File: src/rtl/sent_tx_crc_sched_if.sv
// rtl/sent_tx_crc_sched_if.sv - request/response bundle between SENT builders and the shared CRC engine
//
// Purpose: groups the fast-channel and slow-channel CRC request/ack signals
//          and the engine busy flag into one port.
// Signals:
//   fast_req / fast_mode[1:0] / fast_data[23:0]  fast-channel request, nibble count, data
//   fast_ack / fast_crc[3:0]                     fast completion pulse and held CRC4
//   slow_req / slow_mode / slow_data[23:0]       slow-channel request, short/enhanced, data
//   slow_ack / slow_crc[5:0]                     slow completion pulse and held CRC
//   busy                                         engine occupied (shift and done phases)
// Modports: master = requester side, slave = CRC engine side.

interface sent_tx_crc_sched_if;
  logic        fast_req;
  logic [1:0]  fast_mode;
  logic [23:0] fast_data;
  logic        fast_ack;
  logic [3:0]  fast_crc;
  logic        slow_req;
  logic        slow_mode;
  logic [23:0] slow_data;
  logic        slow_ack;
  logic [5:0]  slow_crc;
  logic        busy;

  modport master (
    output fast_req, fast_mode, fast_data,
    output slow_req, slow_mode, slow_data,
    input  fast_ack, fast_crc, slow_ack, slow_crc, busy
  );

  modport slave (
    input  fast_req, fast_mode, fast_data,
    input  slow_req, slow_mode, slow_data,
    output fast_ack, fast_crc, slow_ack, slow_crc, busy
  );
endinterface

File: src/rtl/sent_tx_crc_sched.sv
// rtl/sent_tx_crc_sched.sv - shared bit-serial CRC4/CRC6 engine with two-requester arbiter
//
// Purpose: one shift-register CRC datapath shared by the SENT fast channel
//          (CRC4 over 3/4/6 nibbles) and slow channel (short CRC4, enhanced CRC6).
//          The message {seed, data, W zeros} is shifted in MSB first, one bit
//          per clock; the remainder is latched into the owner's CRC register.
// Ports:
//   clk      rising-edge clock
//   reset_n  asynchronous active-low reset
//   bus      sent_tx_crc_sched_if.slave (requests in, acks/CRCs/busy out)

module sent_tx_crc_sched #(
  parameter logic [4:0] POLY4 = 5'b11101,
  parameter logic [3:0] SEED4 = 4'b0101,
  parameter logic [6:0] POLY6 = 7'b1011001,
  parameter logic [5:0] SEED6 = 6'b010101,
  parameter bit         RR_EN = 1'b1
) (
  input  logic                 clk,
  input  logic                 reset_n,
  sent_tx_crc_sched_if.slave   bus
);

  typedef enum logic [1:0] {
    ST_IDLE  = 2'd0,
    ST_SHIFT = 2'd1,
    ST_DONE  = 2'd2
  } state_t;

  state_t      state_q, state_d;

  logic [35:0] msg_q;        // left-aligned message, MSB is the next bit in
  logic [5:0]  cnt_q;        // bits still to shift
  logic [5:0]  r_q;          // running remainder
  logic        owner_q;      // 0 = fast, 1 = slow
  logic        wide_q;       // 1 = CRC6 job
  logic        pref_slow_q;  // round-robin pointer: slow wins the next tie
  logic [3:0]  fast_crc_q;
  logic [5:0]  slow_crc_q;

  logic        any_req;
  logic        grant_slow;
  logic [35:0] load_msg;
  logic [5:0]  load_cnt;
  logic        load_wide;
  logic [5:0]  r_next;

  // Arbitration, only meaningful while idle.
  always_comb begin
    any_req = bus.fast_req | bus.slow_req;
    if (bus.fast_req && bus.slow_req) begin
      grant_slow = RR_EN && pref_slow_q;
    end else begin
      grant_slow = bus.slow_req;
    end
  end

  // Message image and bit count for the granted job. The trailing zeros
  // below the data include the W appended zero bits of the division.
  always_comb begin
    load_msg  = '0;
    load_cnt  = '0;
    load_wide = 1'b0;
    if (grant_slow) begin
      if (bus.slow_mode) begin
        load_msg  = {SEED6, bus.slow_data, 6'b0};
        load_cnt  = 6'd36;
        load_wide = 1'b1;
      end else begin
        load_msg = {SEED4, bus.slow_data[7:0], 24'b0};
        load_cnt = 6'd16;
      end
    end else begin
      case (bus.fast_mode)
        2'd0: begin
          load_msg = {SEED4, bus.fast_data[11:0], 20'b0};
          load_cnt = 6'd20;
        end
        2'd1: begin
          load_msg = {SEED4, bus.fast_data[15:0], 16'b0};
          load_cnt = 6'd24;
        end
        default: begin
          load_msg = {SEED4, bus.fast_data[23:0], 8'b0};
          load_cnt = 6'd32;
        end
      endcase
    end
  end

  // One division step. For CRC4 jobs the upper two remainder bits stay zero,
  // which is also what the slow CRC register reports for short messages.
  always_comb begin
    if (wide_q) begin
      r_next = {r_q[4:0], msg_q[35]} ^ (r_q[5] ? POLY6[5:0] : 6'd0);
    end else begin
      r_next = {2'b00, r_q[2:0], msg_q[35]} ^ (r_q[3] ? {2'b00, POLY4[3:0]} : 6'd0);
    end
  end

  // FSM state register.
  always_ff @(posedge clk or negedge reset_n) begin
    if (!reset_n) begin
      state_q <= ST_IDLE;
    end else begin
      state_q <= state_d;
    end
  end

  // FSM next-state logic.
  always_comb begin
    state_d = state_q;
    case (state_q)
      ST_IDLE:  if (any_req) state_d = ST_SHIFT;
      ST_SHIFT: if (cnt_q == 6'd1) state_d = ST_DONE;
      ST_DONE:  state_d = ST_IDLE;
      default:  state_d = ST_IDLE;
    endcase
  end

  // FSM outputs. busy covers shift and done; the idle cycle in which the
  // next grant is decided shows busy low, so back-to-back jobs leave a
  // single low cycle between them.
  always_comb begin
    bus.fast_ack = 1'b0;
    bus.slow_ack = 1'b0;
    bus.busy     = (state_q != ST_IDLE);
    if (state_q == ST_DONE) begin
      bus.fast_ack = ~owner_q;
      bus.slow_ack = owner_q;
    end
  end

  assign bus.fast_crc = fast_crc_q;
  assign bus.slow_crc = slow_crc_q;

  // Datapath. The result register is written on the edge that enters DONE,
  // so the new CRC is already visible during the ack cycle.
  always_ff @(posedge clk or negedge reset_n) begin
    if (!reset_n) begin
      msg_q       <= '0;
      cnt_q       <= '0;
      r_q         <= '0;
      owner_q     <= 1'b0;
      wide_q      <= 1'b0;
      pref_slow_q <= 1'b0;
      fast_crc_q  <= '0;
      slow_crc_q  <= '0;
    end else begin
      case (state_q)
        ST_IDLE: begin
          if (any_req) begin
            msg_q       <= load_msg;
            cnt_q       <= load_cnt;
            r_q         <= '0;
            owner_q     <= grant_slow;
            wide_q      <= load_wide;
            pref_slow_q <= ~grant_slow;
          end
        end
        ST_SHIFT: begin
          msg_q <= {msg_q[34:0], 1'b0};
          cnt_q <= cnt_q - 6'd1;
          r_q   <= r_next;
          if (cnt_q == 6'd1) begin
            if (owner_q) begin
              slow_crc_q <= r_next;
            end else begin
              fast_crc_q <= r_next[3:0];
            end
          end
        end
        default: begin
        end
      endcase
    end
  end

endmodule

File: src/flat_wrapper.sv
// flat-port wrapper written by rule: the top's interface ports become plain ports
module sent_tx_crc_sched_flat 
#(
  parameter logic [4:0] POLY4 = 5'b11101,
  parameter logic [3:0] SEED4 = 4'b0101,
  parameter logic [6:0] POLY6 = 7'b1011001,
  parameter logic [5:0] SEED6 = 6'b010101,
  parameter bit         RR_EN = 1'b1
)
  (clk, reset_n, bus_fast_req, bus_fast_mode, bus_fast_data, bus_slow_req, bus_slow_mode, bus_slow_data, bus_fast_ack, bus_fast_crc, bus_slow_ack, bus_slow_crc, bus_busy);
  sent_tx_crc_sched_if bus_i ();
  input  logic clk;
  input  logic reset_n;
  input wire logic [$bits(bus_i.fast_req)-1:0] bus_fast_req;
  input wire logic [$bits(bus_i.fast_mode)-1:0] bus_fast_mode;
  input wire logic [$bits(bus_i.fast_data)-1:0] bus_fast_data;
  input wire logic [$bits(bus_i.slow_req)-1:0] bus_slow_req;
  input wire logic [$bits(bus_i.slow_mode)-1:0] bus_slow_mode;
  input wire logic [$bits(bus_i.slow_data)-1:0] bus_slow_data;
  output wire logic [$bits(bus_i.fast_ack)-1:0] bus_fast_ack;
  output wire logic [$bits(bus_i.fast_crc)-1:0] bus_fast_crc;
  output wire logic [$bits(bus_i.slow_ack)-1:0] bus_slow_ack;
  output wire logic [$bits(bus_i.slow_crc)-1:0] bus_slow_crc;
  output wire logic [$bits(bus_i.busy)-1:0] bus_busy;
  assign bus_i.fast_req = bus_fast_req;
  assign bus_i.fast_mode = bus_fast_mode;
  assign bus_i.fast_data = bus_fast_data;
  assign bus_i.slow_req = bus_slow_req;
  assign bus_i.slow_mode = bus_slow_mode;
  assign bus_i.slow_data = bus_slow_data;
  assign bus_fast_ack = bus_i.fast_ack;
  assign bus_fast_crc = bus_i.fast_crc;
  assign bus_slow_ack = bus_i.slow_ack;
  assign bus_slow_crc = bus_i.slow_crc;
  assign bus_busy = bus_i.busy;
  sent_tx_crc_sched #(.POLY4(POLY4), .SEED4(SEED4), .POLY6(POLY6), .SEED6(SEED6), .RR_EN(RR_EN)) u_core (.clk(clk), .reset_n(reset_n), .bus(bus_i));
endmodule
File: config.mk
export PLATFORM = sky130hd
export DESIGN_NAME = sent_tx_crc_sched_flat
export DESIGN_NICKNAME = d
export VERILOG_FILES = /design/src/rtl/sent_tx_crc_sched_if.sv /design/src/rtl/sent_tx_crc_sched.sv /design/src/flat_wrapper.sv
export SDC_FILE = /design/constraint.sdc
export NUM_CORES = 1
export LEC_CHECK = 0
export ABC_AREA = 0
export ABC_CLOCK_PERIOD_IN_PS = 2300
export CORE_ASPECT_RATIO = 0.8
export CORE_MARGIN = 10
export CORE_UTILIZATION = 50
export DETAILED_ROUTE_END_ITERATION = 8
export GPL_ROUTABILITY_DRIVEN = 1
export GPL_TIMING_DRIVEN = 0
export PLACE_DENSITY = 0.89
export SYNTH_ARGS = -nofsm -noshare
export SYNTH_HDL_FRONTEND = slang
export SYNTH_SLANG_ARGS = --single-unit
File: constraint.sdc
create_clock -name clk -period 2.3 [get_ports clk]
set_clock_uncertainty 0.1 [all_clocks]
set_input_delay 0.46 -clock clk [delete_from_list [all_inputs] [get_ports clk]]
set_output_delay 0.46 -clock clk [all_outputs]
set_load 0.03 [all_outputs]
**Word-level counts from Yosys, hierarchy flattened**

Index checks and enable logic that the tools add are counted.

- Output and inout port bits: 13
- Bits in registers: 63
- Logic and storage cells: 54
- Input port bits: 55

- Bitwise gates (word level): 5
- Reductions and logical operators: 10
- Equality and inequality tests: 6
- Multiplexer cells: 23
- Add/sub/neg operators: 1

Operators by type and width:

| operator | count |
|---|---|
| 2-to-1 mux 36 bit | 2 |
| case mux 36 bit (2 select lines) | 1 |
| case mux 32 bit (2 select lines) | 1 |
| case mux 6 bit (2 select lines) | 3 |
| 2-to-1 mux 32 bit | 1 |
| 2-to-1 mux 6 bit | 5 |
| equality test 6 x 1 -> 1 bit (second input constant) | 1 |
| AND reduction 2 bit | 3 |
| AND reduction 3 bit | 2 |
| subtractor 6 x 1 -> 6 bit (second input constant) | 1 |
| bitwise XOR 4 x 6 -> 6 bit | 1 |
| bitwise XOR 6 bit | 1 |
| 2-to-1 mux 1 bit | 5 |
| 2-to-1 mux 5 bit | 1 |
| equality test 2 x 1 -> 1 bit (second input constant) | 2 |
| zero test 2 bit | 2 |
| 2-to-1 mux 2 bit | 2 |
| 2-to-1 mux 4 bit | 1 |
| inequality test 2 x 1 -> 1 bit (second input constant) | 2 |
| case mux 2 bit (2 select lines) | 1 |
| nonzero test 2 bit | 2 |
| equality test 2 bit (second input constant) | 1 |
| inverter 1 bit | 2 |
| logical AND 1 bit | 1 |
| OR 1 bit | 1 |

**Depth between registers and ports, before layout**

Gate-level depths: netlist of run 1.

- Depth in word-level cells: 5
- Gate-level depth with buffers: 7

**Worst setup path after synthesis of run 1**

Ideal clock, no wire load.

- Kind: register to register
- Start: register u_core.cnt_q[1]
- End: register u_core.fast_crc_q[0] (netlist: u_core.bus.fast_crc[0])
- Library setup time: 0.127 ns
- Data arrival time: 1.517 ns
- Setup slack: 0.555 ns
- Cell stages (with the launch flop): 7
- Clock period less this slack: 1.745 ns
- Data required time: 2.073 ns
- Cell sequence: dfrtp_1 > inv_1 > ha_1 > nor3b_1 > and3_1 > and2b_4 > mux2_1

- Longest elaborated chain between the ends: 2

RTL lines:

| item | RTL line | source |
|---|---|---|
| start: declaration | sent_tx_crc_sched.sv:33 | `logic [5:0] cnt_q;` |
| start signal: assignment | sent_tx_crc_sched.sv:154 | `cnt_q <= load_cnt;` |
| start signal: assignment | sent_tx_crc_sched.sv:163 | `cnt_q <= cnt_q - 6'd1;` |
| equality test 6 x 1 -> 1 bit | sent_tx_crc_sched.sv:165 | `if (cnt_q == 6'd1) begin` |
| AND reduction 3 bit (no source line) | - |  |
| end signal: assignment | sent_tx_crc_sched.sv:169 | `fast_crc_q <= r_next[3:0];` |
| end: declaration | sent_tx_crc_sched.sv:38 | `logic [3:0] fast_crc_q;` |

Every way passes these cells.
A chain may end at the register's enable or synchronous reset.

**Worst setup path in the final report of run 1**

- Start: input bus_fast_req
- End: register u_core.msg_q[12]

- Longest elaborated chain between the ends: 5
- Elaborated cells on any way between the ends: 8
- Classes of those cells: eq/ne: 1; mux: 4; bitwise: 1; reduce/logical: 2

RTL lines:

| item | RTL line | source |
|---|---|---|
| start: declaration | flat_wrapper.sv:14 | `input wire logic [$bits(bus_i.fast_req)-1:0] bus_fast_req;` |
| logical AND 1 bit | sent_tx_crc_sched.sv:51 | `if (bus.fast_req && bus.slow_req) begin` |
| 2-to-1 mux 1 bit | sent_tx_crc_sched.sv:51 |  |
| 2-to-1 mux 36 bit | sent_tx_crc_sched.sv:64 | `if (grant_slow) begin` |
| 2-to-1 mux 36 bit | sent_tx_crc_sched.sv:152 | `if (any_req) begin` |
| case mux 36 bit (2 select lines) | sent_tx_crc_sched.sv:150 | `case (state_q)` |
| end signal: assignment | sent_tx_crc_sched.sv:153 | `msg_q <= load_msg;` |
| end signal: assignment | sent_tx_crc_sched.sv:162 | `msg_q <= {msg_q[34:0], 1'b0};` |
| end: declaration | sent_tx_crc_sched.sv:32 | `logic [35:0] msg_q;` |

Several ways; a longest one is shown, not always the timed one. The select of a mux whose other input is x is not followed.

==> reports/qor.yml, run 1 <==
outcome: "finished, final reports clean"
synthTopCellsByArea: "dfrtp_1 46%, mux2_2 6.5%, nand2_1 5.9%"
drt-initial-drc-count: 398
leakagePower_nw: 1.868
final_area_um2: 4156
route.detailed.drc: 0
setup_viol: 0
io_pins: 68
p_per_area_nw_per_um2: 1098
fin_crit_ps: 2068
syn_inst: 322
viasPerCell: 6.123
grt_pass1_vias: 3135
synth_mux_area_frac: 0.1116
synth_top_family_by_area: "compound AO/OA/AOI/OAI gates"
wl_per_cell_um: 19.47
power_mw: 4.565
fillers: 448
grt_usage: 0.2002
die_h_um: 90.73
grt_pass1_wl_mm: 15.79
cts_max_level: 3
yosys.area.top_type: "dfrtp_1"
flow.area_growth_from_synthesis_pct: 32.93
ys_types: 53
grt_start_max_net_pins: 37
clock_tree.root_cell: "clkbuf_8"
synthAdderAreaFrac: 0.008003
synth_most_common_cell: "dfrtp_1"
synth_warnings: 0
die_w_um: 108.4
ant_nets: 0
final_core_util: 0.6957
synth_compound_area_frac: 0.1841
pre_cts_slack_ps: -53.98
cts_made_buffers: 9
initial_core_util: 0.5234
hp-class: "reg -> reg"
portBuffers: 66
synth_common_cells: "57 x dfrtp_1, 49 x nand2_1, 26 x o21ai_0"
rsz0062_at_grt: "no"
dr_total_vias: 2982
antenna_found_initial: 0
grt_overflow_total: 0
max_slew_margin: 0.6042
synth-async-reset-ratio: 1.000
syn_area_per_cell_um2: 9.710
end_kind: "flop"
synth-seq-area-share: 0.4562
netlist_area_um2: 3127
crit_path_start_kind: "input pin"
arrival_ps: 2180
fin_ws_ps: 231.6
dr.pass1.iters: 6
synth-simple-area-share: 0.1729
fin_setup_tns_ps: 0
drive_above_1_share: 0.1404
ctsLongestPathBuffers: 2
tightest_slew_ps: 593.8
whs_ps: 389.5
synth-xor-area-share: 0.01961
row_count: 25
clock.fmax_mhz: 483.5
cap_viol_max_count: 0
clk_latency_ps: 350
final_cells: 487
synth_top_area_frac: 0.4562
placed_cell_area_um2: 3904
synth_seq_cells: 57
core_um2: 5974
place_inst: 470
synth_edf_count: 0
dieArea_um2: 9836
critical_path_class: "in -> reg"
syn-num-nets: 379
required_ps: 2410
synth-main-ff-cell: "dfrtp_1"
cts_tree: "built"
vdd_drop_max_uv: 480.9
critPathMaxFanout: 10
finalHoldViolations: 0
num-nets-final: 458
slew_violations: 0
clkTransAtPathRegs_ps: 70
cts_num_sinks: 57
diodes: 0
gp_congestion: 0.9582
wl_mm: 9.482
dp_hpwl_mm: 7.143
min_period_over_period: 0.8993
path summary, 6_finish.rpt:
| kind | start | endpoint | slack, ps | depth (start not counted) |
|---|---|---|---|---|
| worst max-delay path | bus_fast_req | u_core.msg_q[12] | 230 | 7 |
| worst min-delay path | u_core.msg_q[32] | u_core.msg_q[33] | 390 | 2 |
| worst max register to register | u_core.cnt_q[1] | u_core.bus.fast_crc[3] | 290 | 6 |
| worst min register to register | u_core.msg_q[32] | u_core.msg_q[33] | 390 | 2 |
| max in group asynchronous | reset_n | u_core.cnt_q[2] | 1010 | 3 |
| min in group asynchronous | reset_n | u_core.msg_q[6] | 520 | 2 |
flip-flops by register name, summed over array words and instances (netlist names):
| name | flops |
|---|---|
| u_core.r_q | 6 |
| u_core.bus.fast_crc | 4 |
| u_core.msg_q | 30 |
| u_core.pref_slow_q | 1 |
| u_core.bus.slow_crc | 6 |
| u_core.owner_q | 1 |
| u_core.state_q | 2 |
| u_core.wide_q | 1 |
| u_core.cnt_q | 6 |
placed cells by master, fill, tap and decap left out, types with 2 or more instances in the layout:
cell type,synthesis,routed
clkbuf_1,11,11
bufinv_16,0,2
mux2_1,5,5
mux2_2,18,18
nand2b_1,2,2
o22ai_1,3,3
buf_2,7,8
nor3_1,2,2
nand2_1,49,49
and3_1,3,3
dfrtp_1,57,57
and2_1,2,2
dlymetal6s2s_1,0,3
a22o_1,7,7
clkdlybuf4s50_1,0,62
nor2_1,15,14
and4_1,2,2
a22oi_1,12,12
inv_1,3,3
o21ai_1,2,2
a21oi_1,10,10
ha_1,2,2
a32o_1,2,2
o211ai_1,2,2
a31oi_1,3,3
a222oi_1,7,7
xnor2_1,5,5
nor2b_1,2,2
nand3_1,21,21
mux2i_1,9,9
buf_6,3,3
o21ai_0,26,26
a211oi_1,3,3
nor3b_1,2,2
buf_4,3,3
xor2_1,2,2
clkbuf_8,0,10
power by group:
part           leakage (nW)  total, mW  internal (mW)  switching, mW
registers             0.723       1.73           1.42          0.306
clock network         0.113       1.07          0.642          0.432
logic                  1.03       1.76          0.787          0.975
cells by family (layout without fill, tap and decap cells):
family	after synthesis	count (layout)
multiplexers	32	32
flip-flops	57	57
buffers and inverters	28	112
XOR/XNOR	7	7
adder cells (fa/ha/maj)	2	2
AND/OR/NAND/NOR	111	111
AO/OA/AOI/OAI	85	85
layout make-up:
cell class	count	area, um^2	area share
multi-input cells	237	1559	0.3751
repair buffers	68	693.2	0.1668
plain buffers	25	137.6	0.03311
well taps	81	101.3	0.02438
flip-flops and latches	57	1426	0.3432
clock buffers	10	137.6	0.03311
inverters	3	11.26	0.002709
clock inverters	6	90.09	0.02167
critical path, stage by stage:
cell and delay [ps]:
clkdlybuf4s50_1 620, nand2b_2 180, and4_1 230, buf_2 170, buf_6 160, a22oi_1 240, nand3_1 110
metal layers:
metal  vias to the layer above  routed length [um]  part of all wire  global-route usage
li1                       1333                   -                 -                   -
met4                         0                 223             0.024             0.07018
met5                         -                   0                 0                   0
met3                        26                1158              0.12             0.08845
met1                      1404                3930              0.41              0.2553
met2                       219                4169              0.44              0.2917
repair_timing:
action / CTS / global route
cloned: 0 / 0
pin swaps: 0 / 0
setup buffers: 0 / 0
hold endpoints to repair: 17 / 0
hold buffers: 1 / 0
resized for setup: 1 / 4
endpoints found under the setup margin: 1 / 3
Power figures use the tool's default switching activity.
==> run 2, diff against run 1 <==
ABC_CLOCK_PERIOD_IN_PS = unset   (was 2300)
==> results of run 2 <==
Final layout, timing and power as in run 1 (identical DEF).
==> run 3, diff against run 2 <==
CORE_UTILIZATION = 35   (was 50)
PLACE_DENSITY = 0.69   (was 0.89)
clock period = 2.4 ns   (was 2.3 ns; I/O delays follow)
==> reports/qor.yml, run 3 (synthesis results as in run 1) <==
num-nets-final: 457  # -0.22%
finalHoldViolations: 0  # unchanged
required_ps: 1820  # -590 ps
max_slew_margin: 0.6277  # +0.02354
cts_tree: "built"
viasPerCell: 5.650  # -7.7%
grt_usage: 0.1488  # -0.05141
hp-class: "in -> async"
tightest_slew_ps: 558.5  # -35.31 ps
outcome: "finished, final reports clean"
grt_overflow_total: 0  # unchanged
cts_num_sinks: 57  # unchanged
core_um2: 8596  # +44%
largest_register_ffs: 30  # unchanged
flow.area_growth_from_synthesis_pct: 34.21
p_per_area_nw_per_um2: 1057  # -3.7%
wl_per_cell_um: 19.29  # -0.91%
wl_mm: 9.975  # +5.2%
arrival_ps: 1690  # -490 ps
ctsLongestPathBuffers: 2  # unchanged
crit_path_start_kind: "flop"
end_kind: "primary output"
grt_pass1_vias: 2974  # -5.1%
dr.pass1.iters: 6  # unchanged
pre_cts_slack_ps: -140.4  # -86.41 ps
die_w_um: 125.7  # +16%
dieArea_um2: 13140  # +34%
diodes: 0  # unchanged
layout_common_cells: "64 x clkdlybuf4s50_1, 57 x dfrtp_1, 49 x nand2_1, 26 x o21ai_0, 21 x nand3_1"
dr_total_vias: 2921  # -2.0%
rsz0062_at_grt: "no"
fin_crit_ps: 2271
row_count: 30  # +20%
io_pins: 68  # unchanged
dp_hpwl_mm: 7.445  # +4.2%
clk_latency_ps: 340  # about the same
initial_core_util: 0.3638  # -0.1596
portBuffers: 66  # unchanged
route.detailed.drc: 0  # unchanged
setup_viol: 0  # unchanged
clkTransAtPathRegs_ps: 70  # about the same
leakagePower_nw: 1.849  # -1.0%
slew_violations: 0  # unchanged
drt-initial-drc-count: 323  # -19%
clock.fmax_mhz: 440.4
critical_path_class: "reg -> out"
clock_tree.root_cell: "clkbuf_8"
critPathMaxFanout: 6  # -4
fin_setup_tns_ps: 0  # unchanged
drive_above_1_share: 0.1383  # -0.002122
fin_ws_ps: 129.3  # -102.4 ps
grt_pass1_wl_mm: 15.94  # +0.96%
cts_made_buffers: 9  # unchanged
rrSetupSlack_ps: 490  # +200 ps
antenna_found_initial: 0  # unchanged
ant_nets: 0  # unchanged
grt_start_max_net_pins: 36  # -2.7%
vdd_drop_max_uv: 358.7  # -25%
top_register: "u_core.msg_q"
cap_viol_max_count: 0  # unchanged
final_common_cell: "clkdlybuf4s50_1"
min_period_over_period: 0.9461
die_h_um: 104.5  # +15%
cts_max_level: 3  # unchanged
gp_congestion: 0.9058  # -5.5%
[run 3: cell types whose count changed in the layout (fill, tap and decap cells not counted)]
| cell | before | now |
|---|---|---|
| bufinv_16 | 2 | 3 |
| clkbuf_1 | 11 | 12 |
| clkdlybuf4s50_1 | 62 | 64 |
| clkinv_4 | 1 | 0 |
| dlygate4sd3_1 | 1 | 0 |
| dlymetal6s2s_1 | 3 | 1 |
| inv_6 | 1 | 0 |
[run 3: worst max-delay path, stage by stage (launching register included)]
cell and delay, ps:
dfrtp_1 450, and3b_1 230, clkdlybuf4s50_1 670
[run 3: worst paths after layout]
kind | start | endpoint | depth (start not counted)
min in group clk | u_core.msg_q[32] | u_core.msg_q[33] | 2
setup reg to reg | u_core.pref_slow_q | u_core.msg_q[27] | 6
hold / removal | reset_n | u_core.msg_q[24] | 1
max in group asynchronous | reset_n | u_core.cnt_q[3] | 2
setup / recovery | u_core.state_q[0] | bus_slow_ack | 2
hold reg to reg | u_core.msg_q[32] | u_core.msg_q[33] | 2
[run 3: report_power, final]
group	leakage [nW]	switching [mW]	total, mW	internal [mW]
registers	0.723	0.288	1.65	1.36
logic	1.01	0.926	1.68	0.754
clock network	0.120	0.388	1.10	0.716
total	1.85	1.60	4.44	2.83
[run 3: repair_timing]
action,CTS,global route
resized for setup,1,2
endpoints found under the setup margin,1,1
hold buffers,0,0
setup buffers,0,0
[run 3: final cells by class]
type                    instances  area (um^2)
inverters                       3        11.26
flip-flops and latches         57         1426
clock buffers                  11        141.4
well taps                     112        140.1
repair buffers                 67        678.2
fillers                       794         4399
multi-input cells             237         1559
plain buffers                  25        137.6
clock inverters                 5        102.6
[run 3: through the flow]
step	power [mW]	util	std cells	hold WS, ps	instance area (um^2)
2_1_floorplan	2.716	-	322	84.41	3127
3_3_place_gp	3.248	0.4569	500	362.0	3928
3_5_place_dp	3.317	0.4587	501	366.8	3943
4_1_cts	4.427	0.4873	517	17.93	4189
5_1_grt	4.700	0.4882	517	35.03	4197
6_report	4.437	0.4882	517	20.13	4197
[run 3: routing by layer]
metal	wire length, um	GRT usage	vias to the layer above
met1	4403	0.1965	1415
li1	-	-	1334
met2	4374	0.2163	150
met4	158	0.04187	0
met5	0	0	-
met3	1038	0.06263	22
